$ cat src/rtl/lsu_arb_pkg.sv
// Shared types, size codes and command legality check for the LSU arbiter.
package lsu_arb_pkg;

  typedef enum logic [1:0] {
    IDLE,
    EXEC,
    RESP
  } arb_state_e;

  localparam logic [2:0] OP_BYTE = 3'b001;
  localparam logic [2:0] OP_HALF = 3'b011;
  localparam logic [2:0] OP_WORD = 3'b111;

  // A command is legal when its size code is known and the address is naturally aligned.
  function automatic logic op_legal(input logic [2:0] size, input logic [1:0] addr_lo);
    logic ok;
    case (size)
      OP_BYTE: ok = 1'b1;
      OP_HALF: ok = ~addr_lo[0];
      OP_WORD: ok = (addr_lo == 2'b00);
      default: ok = 1'b0;
    endcase
    return ok;
  endfunction

endpackage

$ cat src/rtl/lsu_arbiter_rr_arb2.sv
// Two-way round-robin arbiter; the port that did not win last time wins a tie.
module rr_arb2 (
  input  logic       clk_i,
  input  logic       rst_i,
  input  logic [1:0] req,
  input  logic       update,
  output logic [1:0] gnt,
  output logic       gnt_idx
);

  logic last_grant;

  // Pick the requester: on a tie the port other than last_grant, otherwise the only requester.
  always_comb begin
    if (&req) begin
      gnt_idx = ~last_grant;
    end else begin
      gnt_idx = req[1];
    end
    gnt = '0;
    if (|req) begin
      gnt = gnt_idx ? 2'b10 : 2'b01;
    end
  end

  // Remember the last granted port; reset value 1 lets m0 win the first tie.
  always_ff @(posedge clk_i) begin
    if (rst_i) begin
      last_grant <= 1'b1;
    end else if (update) begin
      last_grant <= gnt_idx;
    end
  end

endmodule

$ cat src/rtl/lsu_arbiter.sv
// Shares one LSU port between two masters: arbitrate, run one LSU cycle, return a response.
module lsu_arbiter
  import lsu_arb_pkg::*;
#(
  parameter int unsigned ADDR_W = 32,
  parameter int unsigned DATA_W = 32
) (
  input  logic              clk_i,
  input  logic              rst_i,
  input  logic              m0_req_valid_i,
  output logic              m0_req_ready_o,
  input  logic [ADDR_W-1:0] m0_req_addr_i,
  input  logic [3:0]        m0_req_op_i,
  input  logic              m0_req_we_i,
  input  logic [DATA_W-1:0] m0_req_wdata_i,
  output logic              m0_rsp_valid_o,
  input  logic              m0_rsp_ready_i,
  output logic [DATA_W-1:0] m0_rsp_rdata_o,
  output logic              m0_rsp_err_o,
  input  logic              m1_req_valid_i,
  output logic              m1_req_ready_o,
  input  logic [ADDR_W-1:0] m1_req_addr_i,
  input  logic [3:0]        m1_req_op_i,
  input  logic              m1_req_we_i,
  input  logic [DATA_W-1:0] m1_req_wdata_i,
  output logic              m1_rsp_valid_o,
  input  logic              m1_rsp_ready_i,
  output logic [DATA_W-1:0] m1_rsp_rdata_o,
  output logic              m1_rsp_err_o,
  output logic [ADDR_W-1:0] lsu_addr_o,
  output logic [3:0]        lsu_ld_op_o,
  output logic [DATA_W-1:0] lsu_st_data_o,
  output logic              lsu_st_en_o,
  input  logic [DATA_W-1:0] lsu_ld_data_i
);

  arb_state_e        state;
  logic [1:0]        req;
  logic [1:0]        gnt;
  logic              gnt_idx;
  logic              accept;
  logic              in_exec;
  logic              rsp_ready;

  logic [ADDR_W-1:0] sel_addr;
  logic [3:0]        sel_op;
  logic              sel_we;
  logic [DATA_W-1:0] sel_wdata;

  logic [ADDR_W-1:0] cmd_addr;
  logic [3:0]        cmd_op;
  logic              cmd_we;
  logic [DATA_W-1:0] cmd_wdata;
  logic              cmd_idx;

  logic              rsp_valid_q;
  logic              rsp_err_q;
  logic [DATA_W-1:0] rsp_rdata_q;

  assign req    = {m1_req_valid_i, m0_req_valid_i};
  assign accept = (state == IDLE) && (|req);

  rr_arb2 u_arb (
    .clk_i   (clk_i),
    .rst_i   (rst_i),
    .req     (req),
    .update  (accept),
    .gnt     (gnt),
    .gnt_idx (gnt_idx)
  );

  // Route the winning requester's payload toward the command registers.
  always_comb begin
    sel_addr  = gnt_idx ? m1_req_addr_i  : m0_req_addr_i;
    sel_op    = gnt_idx ? m1_req_op_i    : m0_req_op_i;
    sel_we    = gnt_idx ? m1_req_we_i    : m0_req_we_i;
    sel_wdata = gnt_idx ? m1_req_wdata_i : m0_req_wdata_i;
    rsp_ready = cmd_idx ? m1_rsp_ready_i : m0_rsp_ready_i;
  end

  // Sequencer: latch a command, run one LSU cycle (legal only), then hold the response.
  always_ff @(posedge clk_i) begin
    if (rst_i) begin
      state       <= IDLE;
      cmd_addr    <= '0;
      cmd_op      <= '0;
      cmd_we      <= 1'b0;
      cmd_wdata   <= '0;
      cmd_idx     <= 1'b0;
      rsp_valid_q <= 1'b0;
      rsp_err_q   <= 1'b0;
      rsp_rdata_q <= '0;
    end else begin
      case (state)
        IDLE: begin
          if (accept) begin
            cmd_addr  <= sel_addr;
            cmd_op    <= sel_op;
            cmd_we    <= sel_we;
            cmd_wdata <= sel_wdata;
            cmd_idx   <= gnt_idx;
            if (op_legal(sel_op[2:0], sel_addr[1:0])) begin
              state <= EXEC;
            end else begin
              state       <= RESP;
              rsp_valid_q <= 1'b1;
              rsp_err_q   <= 1'b1;
              rsp_rdata_q <= '0;
            end
          end
        end
        EXEC: begin
          rsp_rdata_q <= cmd_we ? '0 : lsu_ld_data_i;
          rsp_err_q   <= 1'b0;
          rsp_valid_q <= 1'b1;
          state       <= RESP;
        end
        RESP: begin
          if (rsp_ready) begin
            rsp_valid_q <= 1'b0;
            rsp_err_q   <= 1'b0;
            rsp_rdata_q <= '0;
            state       <= IDLE;
          end
        end
        default: state <= IDLE;
      endcase
    end
  end

  assign in_exec = (state == EXEC);

  // LSU is driven only during EXEC; reset kills a store in flight combinationally.
  always_comb begin
    lsu_addr_o    = in_exec ? cmd_addr  : '0;
    lsu_ld_op_o   = in_exec ? cmd_op    : '0;
    lsu_st_data_o = in_exec ? cmd_wdata : '0;
    lsu_st_en_o   = in_exec & cmd_we & ~rst_i;
  end

  // Request ready goes to the winner in IDLE; the response appears on the granted port only.
  always_comb begin
    m0_req_ready_o = (state == IDLE) & gnt[0];
    m1_req_ready_o = (state == IDLE) & gnt[1];
    m0_rsp_valid_o = rsp_valid_q & ~cmd_idx;
    m1_rsp_valid_o = rsp_valid_q &  cmd_idx;
    m0_rsp_err_o   = rsp_err_q   & ~cmd_idx;
    m1_rsp_err_o   = rsp_err_q   &  cmd_idx;
    m0_rsp_rdata_o = cmd_idx ? '0 : rsp_rdata_q;
    m1_rsp_rdata_o = cmd_idx ? rsp_rdata_q : '0;
  end

endmodule

$ cat config.mk
export PLATFORM = sky130hd
export DESIGN_NAME = lsu_arbiter
export DESIGN_NICKNAME = d
export VERILOG_FILES = /design/src/rtl/lsu_arb_pkg.sv /design/src/rtl/lsu_arbiter_rr_arb2.sv /design/src/rtl/lsu_arbiter.sv
export SDC_FILE = /design/constraint.sdc
export NUM_CORES = 1
export LEC_CHECK = 0
export BUFFER_PORTS_ARGS = -buffer_cell sky130_fd_sc_hd__buf_2
export CAP_MARGIN = 20
export CORE_ASPECT_RATIO = 0.6
export CORE_MARGIN = 3
export CORE_UTILIZATION = 30
export CTS_CLUSTER_DIAMETER = 80
export CTS_CLUSTER_SIZE = 8
export DETAILED_ROUTE_END_ITERATION = 6
export GPL_TIMING_DRIVEN = 0
export PLACE_DENSITY_LB_ADDON = 0.12
export SYNTH_ARGS = -nofsm -noshare
export SYNTH_HDL_FRONTEND = slang
export SYNTH_SLANG_ARGS = --single-unit
$ cat constraint.sdc
create_clock -name clk_i -period 1.95 [get_ports clk_i]
set_input_delay 0.2925 -clock clk_i [delete_from_list [all_inputs] [get_ports clk_i]]
set_output_delay 0.2925 -clock clk_i [all_outputs]
set_load 0.02 [all_outputs]
==> results_dict.tcl, run 1 <==
set metrics [dict create \
    status "finished clean" \
    power.net_switching_w 0.002133 \
    largest_net_degree_at_the_start_of_global_routing 20 \
    fin_crit_sh_pct 96.53 \
    start_util_pct 31.46 \
    num_cts_buffers 9 \
    met2WireLength_mm 9.051 \
    route.met3.wl_mm 1.885 \
    detail_route.vias_per_cell 4.613 \
    route.layer.met1.wl_mm 10.89 \
    finalWorstPathRequiredPeriod_ns 1.882 \
    cts.reportedPaths.clkPinSlew_ns 0.07 \
    cts.root.buffer_cell "clkbuf_16" \
    area.growth.synth_to_final_pct 39.02 \
    place_area_mm2 0.007746 \
    drv.max_cap_violation_count 0 \
    critical_path.cell_chain "inv_2 -> ha_4 -> buf_6 -> and3b_1 -> buf_2" \
    dieArea_mm2 0.02126 \
    multi_input_comb_area_mm2 0.003391 \
    final.setup.worst_slack_ns 0.06774 \
    comb_power_share_pct 30.2 \
    final-hold-violation-count 0 \
    dr_total_vias 6228 \
    synth_enable_flop_cells 0 \
    gr-usage-all-layers_pct 19.82 \
    max-clock-path-buffers 2 \
    grt_setup_unrepaired "yes" \
    synthesis.nets 941 \
    final_area_mm2 0.008132 \
    route.antenna.remaining_nets 0 \
    maxUsedRoutingLayer "met5" \
    yosys_register_bits 107 \
    pre_cts_ws_ns -0.3255 \
    placed_cells_incl_taps 1335 \
    power_switching_share_pct 34.07 \
    die_width_um 186.3 \
    dp.final_hpwl_mm 17.60 \
    netlist-cell-type-count 36 \
    drt-total-wl_mm 22.08 \
    internal-power_w 0.004128 \
    ir_drop_v 0.0004316 \
    max_clock_freq_mhz 531.3 \
    synth_ff_type "dfxtp_1" \
    fp.dieH_um 114.2 \
    crit_required_ns 1.66 \
    worst-slew-pin-transition_ns 0.6114 \
    grt_antenna_before_repair 2 \
    critPathKind "reg -> out" \
    fin_worst_skew_ns 0.008156 \
    share_of_final_layout_standard_cells_stronger_than_drive_strength_1_pct 34.93 \
    maxSlewViolCount 0 \
    final_cells 1350 \
    core_mm2 0.01859 \
    placement_rows 38 \
    slowest_delay_ns 0.34 \
    drcViolationCount 0 \
    cts_tree "built" \
    worst_hold_path_type "in -> reg" \
    worst_path_max_delay_cell "dfxtp_1" \
    path_max_fanout 10 \
    worstSkewPairLatency_ns 0.35 \
    detailedRoute.firstIterationViolations 255 \
    arrival_time_of_the_worst_setup_path_ns 1.59 \
    synth_top_cells_by_area "dfxtp_1 37%, nand2_1 11%, and2_1 11%" \
    worst_slew_margin_rel_pct 59.24 \
    critPathTopFamily "buffers and inverters" \
    setup_tns_after_final_layout_ns 0 \
    async_reset_ff_share_pct 0 \
    critPathBufInv 3 \
    synth.top_cell.area_share_pct 36.62 \
    syn_avg_cell_area_um2 7.686 \
    holdBufCountCts 0 \
    wl_per_cell_um 16.35 \
    power_frac_seq_pct 41.3 \
    clk_sinks 107 \
    seq_area_mm2 0.002143 \
    ys_warn_count 0 \
    boundaryPins 315 \
    syn_inst 761 \
    drt_pass1_iterations 5 \
    globalRouteOverflowTotal 0 \
    place.port_buffers 314 \
    seq_area_frac_synth_pct 36.62 \
    p_clk_share_pct 28.5 \
    post_synth_top_area_cell "dfxtp_1" \
    first_global_vias 5850 \
    clock_tree.htree_level_count 3 \
    worst_setup_path_end_kind "output pin" \
    cellLeakagePower_nw 4.096 \
    worst_setup_path_start_kind "register" \
    fillCellCount 1996 \
    grt_pass1_wl_mm 32.89 \
    setup_viol 0 \
    finalNetCount 1263 \
    netlist_area_mm2 0.005849 \
    place.gp.congestion 0.7943 \
    p_per_area_mw_per_mm2 769.9 \
]
[cell families after synthesis]
group,synth area share (%)
adder cells (fa/ha/maj),0.8556
buffers and inverters,6.118
multiplexers,6.161
AO/OA/AOI/OAI,14.46
flip-flops,36.62
AND/OR/NAND/NOR,35.79
[area by class of cell]
cell class	count	share of cell area (%)
clock buffers	9	2.770
flip-flops and latches	107	26.36
plain buffers	63	4.739
diodes	2	0.06155
multi-input cells	581	41.70
well taps	260	4.001
repair buffers	315	19.45
inverters	6	0.3077
clock inverters	7	0.6155
[synthesized netlist by cell type, types with 2 or more instances]
library cell  number
nand2_1          175
dfxtp_1          107
and2_1           103
clkbuf_1          40
nor2_1            40
nor2b_1           37
a21oi_1           36
a311oi_1          36
a21o_1            33
mux2i_1           33
nand2b_1          33
nand3_1           33
buf_2             16
buf_1              5
inv_1              5
ha_1               4
buf_12             3
a21boi_0           2
buf_4              2
mux2_4             2
[routing by layer]
metal | global-route usage (%) | vias up
met2 | 29.13 | 202
met4 | 3.471 | 4
li1 | - | 3144
met5 | 0 | -
met3 | 5.873 | 23
met1 | 28.98 | 2855
[stage by stage]
step	hold WS (ns)	power [W]	util, %
2_1_floorplan	0.4313	0.003831	-
3_3_place_gp	0.4394	0.004491	41.67
3_5_place_dp	0.4421	0.004491	41.67
4_1_cts	0.1625	0.006326	43.45
5_1_grt	0.1717	0.006630	43.71
6_report	0.1798	0.006261	43.74
[power groups by stage]
stage	clock, W	sequential, W	combinational (W)
after global placement	0	0.00263	0.00186
after floorplan	0	0.00259	0.00124
after detailed placement	0	0.00263	0.00186
after global routing	0.00191	0.00262	0.00210
final	0.00178	0.00259	0.00189
after CTS	0.00185	0.00259	0.00189
[cells in the final DEF (no fill, tap or decap), drive strengths merged, types with 2 or more instances in the layout]
| master | Yosys | final |
|---|---|---|
| buf | 27 | 348 |
| nand2 | 175 | 175 |
| dfxtp | 107 | 107 |
| and2 | 103 | 103 |
| nor2 | 40 | 40 |
| clkbuf | 40 | 39 |
| nor2b | 37 | 37 |
| a21oi | 36 | 36 |
| a311oi | 36 | 36 |
| a21o | 34 | 34 |
| nand3 | 33 | 33 |
| nand2b | 33 | 33 |
| mux2i | 33 | 33 |
| inv | 6 | 9 |
| clkinv | 0 | 4 |
| ha | 4 | 4 |
| diode | 0 | 2 |
| mux2 | 2 | 2 |
| a21boi | 2 | 2 |
| a21bo | 2 | 2 |
[state kept, by name (all words and copies together) (netlist names)]
| signal | count |
|---|---|
| cmd_addr | 32 |
| cmd_idx | 1 |
| cmd_op | 4 |
| cmd_wdata | 32 |
| cmd_we | 1 |
| rsp_err_q | 1 |
| rsp_rdata_q | 32 |
| rsp_valid_q | 1 |
| state | 2 |
| u_arb.last_grant | 1 |
[repair_timing]
| item | in CTS | in global routing |
|---|---|---|
| buffers inserted | 0 | 1 |
| gates cloned | 0 | 0 |
| gates resized for setup | 25 | 37 |
| setup endpoints to repair | 114 | 142 |
| pin swaps | 0 | 1 |
[worst register-to-register path, stage by stage, from the launching register on]
cell	delay, ns
dfxtp_1	0.34
inv_2	0.12
ha_4	0.20
inv_4	0.09
a2111o_1	0.31
nand4b_1	0.13
buf_6	0.18
mux2_4	0.31
[final timing paths]
kind | cells after the start | slack [ns] | startpoint | endpoint
worst max-delay path | 5 | 0.07 | state[1] | lsu_st_en_o
worst min-delay path | 3 | 0.18 | lsu_ld_data_i[8] | rsp_rdata_q[8]
worst max register to register | 7 | 0.17 | state[1] | rsp_valid_q
worst min register to register | 2 | 0.45 | cmd_wdata[2] | cmd_wdata[2]
Power figures use the tool's default switching activity.
==> run 2: changes to the inputs <==
--- a/config.mk
+++ b/config.mk
@@ -5,6 +5,7 @@
 export SDC_FILE = /design/constraint.sdc
 export NUM_CORES = 1
 export LEC_CHECK = 0
+export ABC_AREA = 1
 export BUFFER_PORTS_ARGS = -buffer_cell sky130_fd_sc_hd__buf_2
 export CAP_MARGIN = 20
 export CORE_ASPECT_RATIO = 0.6
==> run 2 against run 1 <==
Routed wire length grew 1.0%. Cell count rose by 13%. Clock-buffer cell count increased by 3. Via count is 12% higher. Global-route usage is 0.86 points higher.
==> results_dict.tcl, run 2 <==
set metrics [dict create \
    status "finished clean" \
    netlist_area_mm2 0.005729 \
    cts_tree "built" \
    worst_setup_path_end_kind "output pin" \
    worst_setup_path_start_kind "register" \
    clock_tree.htree_level_count 3 \
    place.port_buffers 313 \
    cts.root.buffer_cell "clkbuf_16" \
    cellLeakagePower_nw 4.942 \
    dp.final_hpwl_mm 17.02 \
    dr_total_vias 6945 \
    maxSlewViolCount 0 \
    num_antenna_cells 0 \
    max-clock-path-buffers 2 \
    fp.dieH_um 113.0 \
    internal-power_w 0.005389 \
    p_clk_share_pct 18.3 \
    power_frac_seq_pct 33.7 \
    syn_avg_cell_area_um2 6.056 \
    arrival_time_of_the_worst_setup_path_ns 1.58 \
    power_switching_share_pct 43.85 \
    area.growth.synth_to_final_pct 42.35 \
    ys_warn_count 0 \
    finalNetCount 1460 \
    num_cts_buffers 9 \
    placement_rows 38 \
    final-hold-violation-count 0 \
    share_of_final_layout_standard_cells_stronger_than_drive_strength_1_pct 31.05 \
    power.total_w 0.009598 \
    clk_sinks 107 \
    holdBufCountCts 0 \
    path_max_fanout 10 \
    gr-usage-all-layers_pct 20.68 \
    power.net_switching_w 0.004209 \
    critPathKind "reg -> out" \
    synth.top_cell.area_share_pct 37.39 \
    fin_crit_sh_pct 95.78 \
    ir_drop_v 0.0004604 \
    detailedRoute.firstIterationViolations 421 \
    wl_per_cell_um 14.62 \
    post_synth_most_frequent_cells "356 x nand2_1, 146 x inv_1, 107 x dfxtp_1, 87 x nor2_1, 68 x a31oi_1" \
    yosys_register_bits 107 \
    first_global_vias 6441 \
    grt_pass1_wl_mm 34.59 \
    die_width_um 184.4 \
    drv.max_cap_violation_count 0 \
    comb_power_share_pct 48.0 \
    setup_viol 0 \
    boundaryPins 315 \
    synth_ff_type "dfxtp_1" \
    core_mm2 0.01840 \
    max_clock_freq_mhz 535.4 \
    route.antenna.remaining_nets 0 \
    p_per_area_mw_per_mm2 1177 \
    post-route-util_pct 44.32 \
    reg_top3 "cmd_addr x32, cmd_wdata x32, rsp_rdata_q x32" \
    grt_setup_unrepaired "yes" \
    synth_enable_flop_cells 0 \
    syn_inst 946 \
    seq_area_frac_synth_pct 37.39 \
    drt-total-wl_mm 22.30 \
    synthesis.nets 1126 \
    mostFrequentLayoutCell "nand2_1" \
    globalRouteOverflowTotal 0 \
    worstSkewPairLatency_ns 0.35 \
    crit_required_ns 1.66 \
    drcViolationCount 0 \
    async_reset_ff_share_pct 0 \
    start_util_pct 31.14 \
    detail_route.vias_per_cell 4.554 \
    fin_worst_skew_ns 0.01375 \
    regToRegSetupSlack_ns 0.14 \
    finalWorstPathRequiredPeriod_ns 1.868 \
    dieArea_mm2 0.02085 \
    commonest_cells_after_routing_fill_and_taps_aside "354 x nand2_1, 313 x buf_2, 143 x inv_1" \
    largest_net_degree_at_the_start_of_global_routing 18 \
    fillCellCount 2081 \
    cts.reportedPaths.clkPinSlew_ns 0.08 \
    drt_pass1_iterations 4 \
    worst_slew_margin_rel_pct 61.46 \
    grt_antenna_before_repair 2 \
    synth_top_cells_by_area "dfxtp_1 37%, nand2_1 23%, inv_1 9.6%" \
    yosys.cell_count.top_type "nand2_1" \
    place.gp.congestion 0.8394 \
    post_synth_top_area_cell "dfxtp_1" \
    worst_hold_path_type "in -> reg" \
    worst-slew-pin-transition_ns 0.5781 \
    netlist-cell-type-count 23 \
]
run 2: cell families (layout without fill, tap and decap cells):
kind of cell             Yosys count  count (layout)  share of synthesized area [%]
flip-flops                       107             107                          37.39
adder cells (fa/ha/maj)            4               4                         0.8736
AO/OA/AOI/OAI                    139             139                          13.93
AND/OR/NAND/NOR                  481             482                          32.82
buffers and inverters            215             553                          14.98
run 2: final cells by class:
type / count / area [µm²] / share of cell area (%)
plain buffers: 63 / 392.9 / 4.817
inverters: 150 / 571.8 / 7.011
well taps: 240 / 300.3 / 3.682
multi-input cells: 625 / 2798 / 34.30
repair buffers: 324 / 1672 / 20.50
flip-flops and latches: 107 / 2151 / 26.37
clock buffers: 12 / 236.5 / 2.900
clock inverters: 4 / 33.78 / 0.4142
run 2: final timing paths:
kind / cells past startpoint / endpoint / from
hold reg to reg: 2 / cmd_addr[21] / cmd_addr[21]
setup / recovery: 7 / lsu_st_data_o[28] / state[1]
setup reg to reg: 9 / cmd_wdata[5] / state[0]
hold / removal: 3 / cmd_wdata[10] / m0_req_wdata_i[10]
run 2: timing repair:
action                                  CTS  global route
endpoints found under the setup margin  153           142
gates cloned                              0             1
pin swaps                                 3             5
gates resized for setup                  49            40
setup buffers                             4             7
run 2: metrics by stage:
step           worst slack, ns  setup TNS (ns)  cells  hold WS, ns  area [µm²]
2_1_floorplan           0.1867               0    946       0.4287        5729
3_3_place_gp           -0.5007          -22.14   1499       0.4775        7596
3_5_place_dp           -0.4772          -23.80   1499       0.4795        7596
4_1_cts               0.001345               0   1518       0.1831        8026
5_1_grt               -0.01357        -0.01689   1525       0.1808        8155
6_report               0.08220               0   1525       0.1952        8155
run 2: routing by layer:
metal / GRT usage, % / share of wire [%] / vias up
li1: - / - / 3563
met1: 30.62 / 49 / 3105
met2: 30.44 / 42 / 246
met3: 5.075 / 7.4 / 27
met4: 4.227 / 1.6 / 4
met5: 0 / 0.072 / -
run 2: power by group through the flow:
stage,registers [W],logic (W),clock network [W]
finish,0.00323,0.00461,0.00176
CTS,0.00321,0.00446,0.00181
global placement,0.00325,0.00424,0
global route,0.00331,0.00519,0.00190
detailed placement,0.00325,0.00424,0
floorplan,0.00315,0.00292,0
run 2: critical path, cell delays in order, from the launching register on:
cell	delay (ns)
dfxtp_4	0.37
inv_4	0.07
ha_4	0.20
clkbuf_16	0.17
clkbuf_8	0.16
nand2_1	0.06
inv_1	0.06
buf_4	0.14
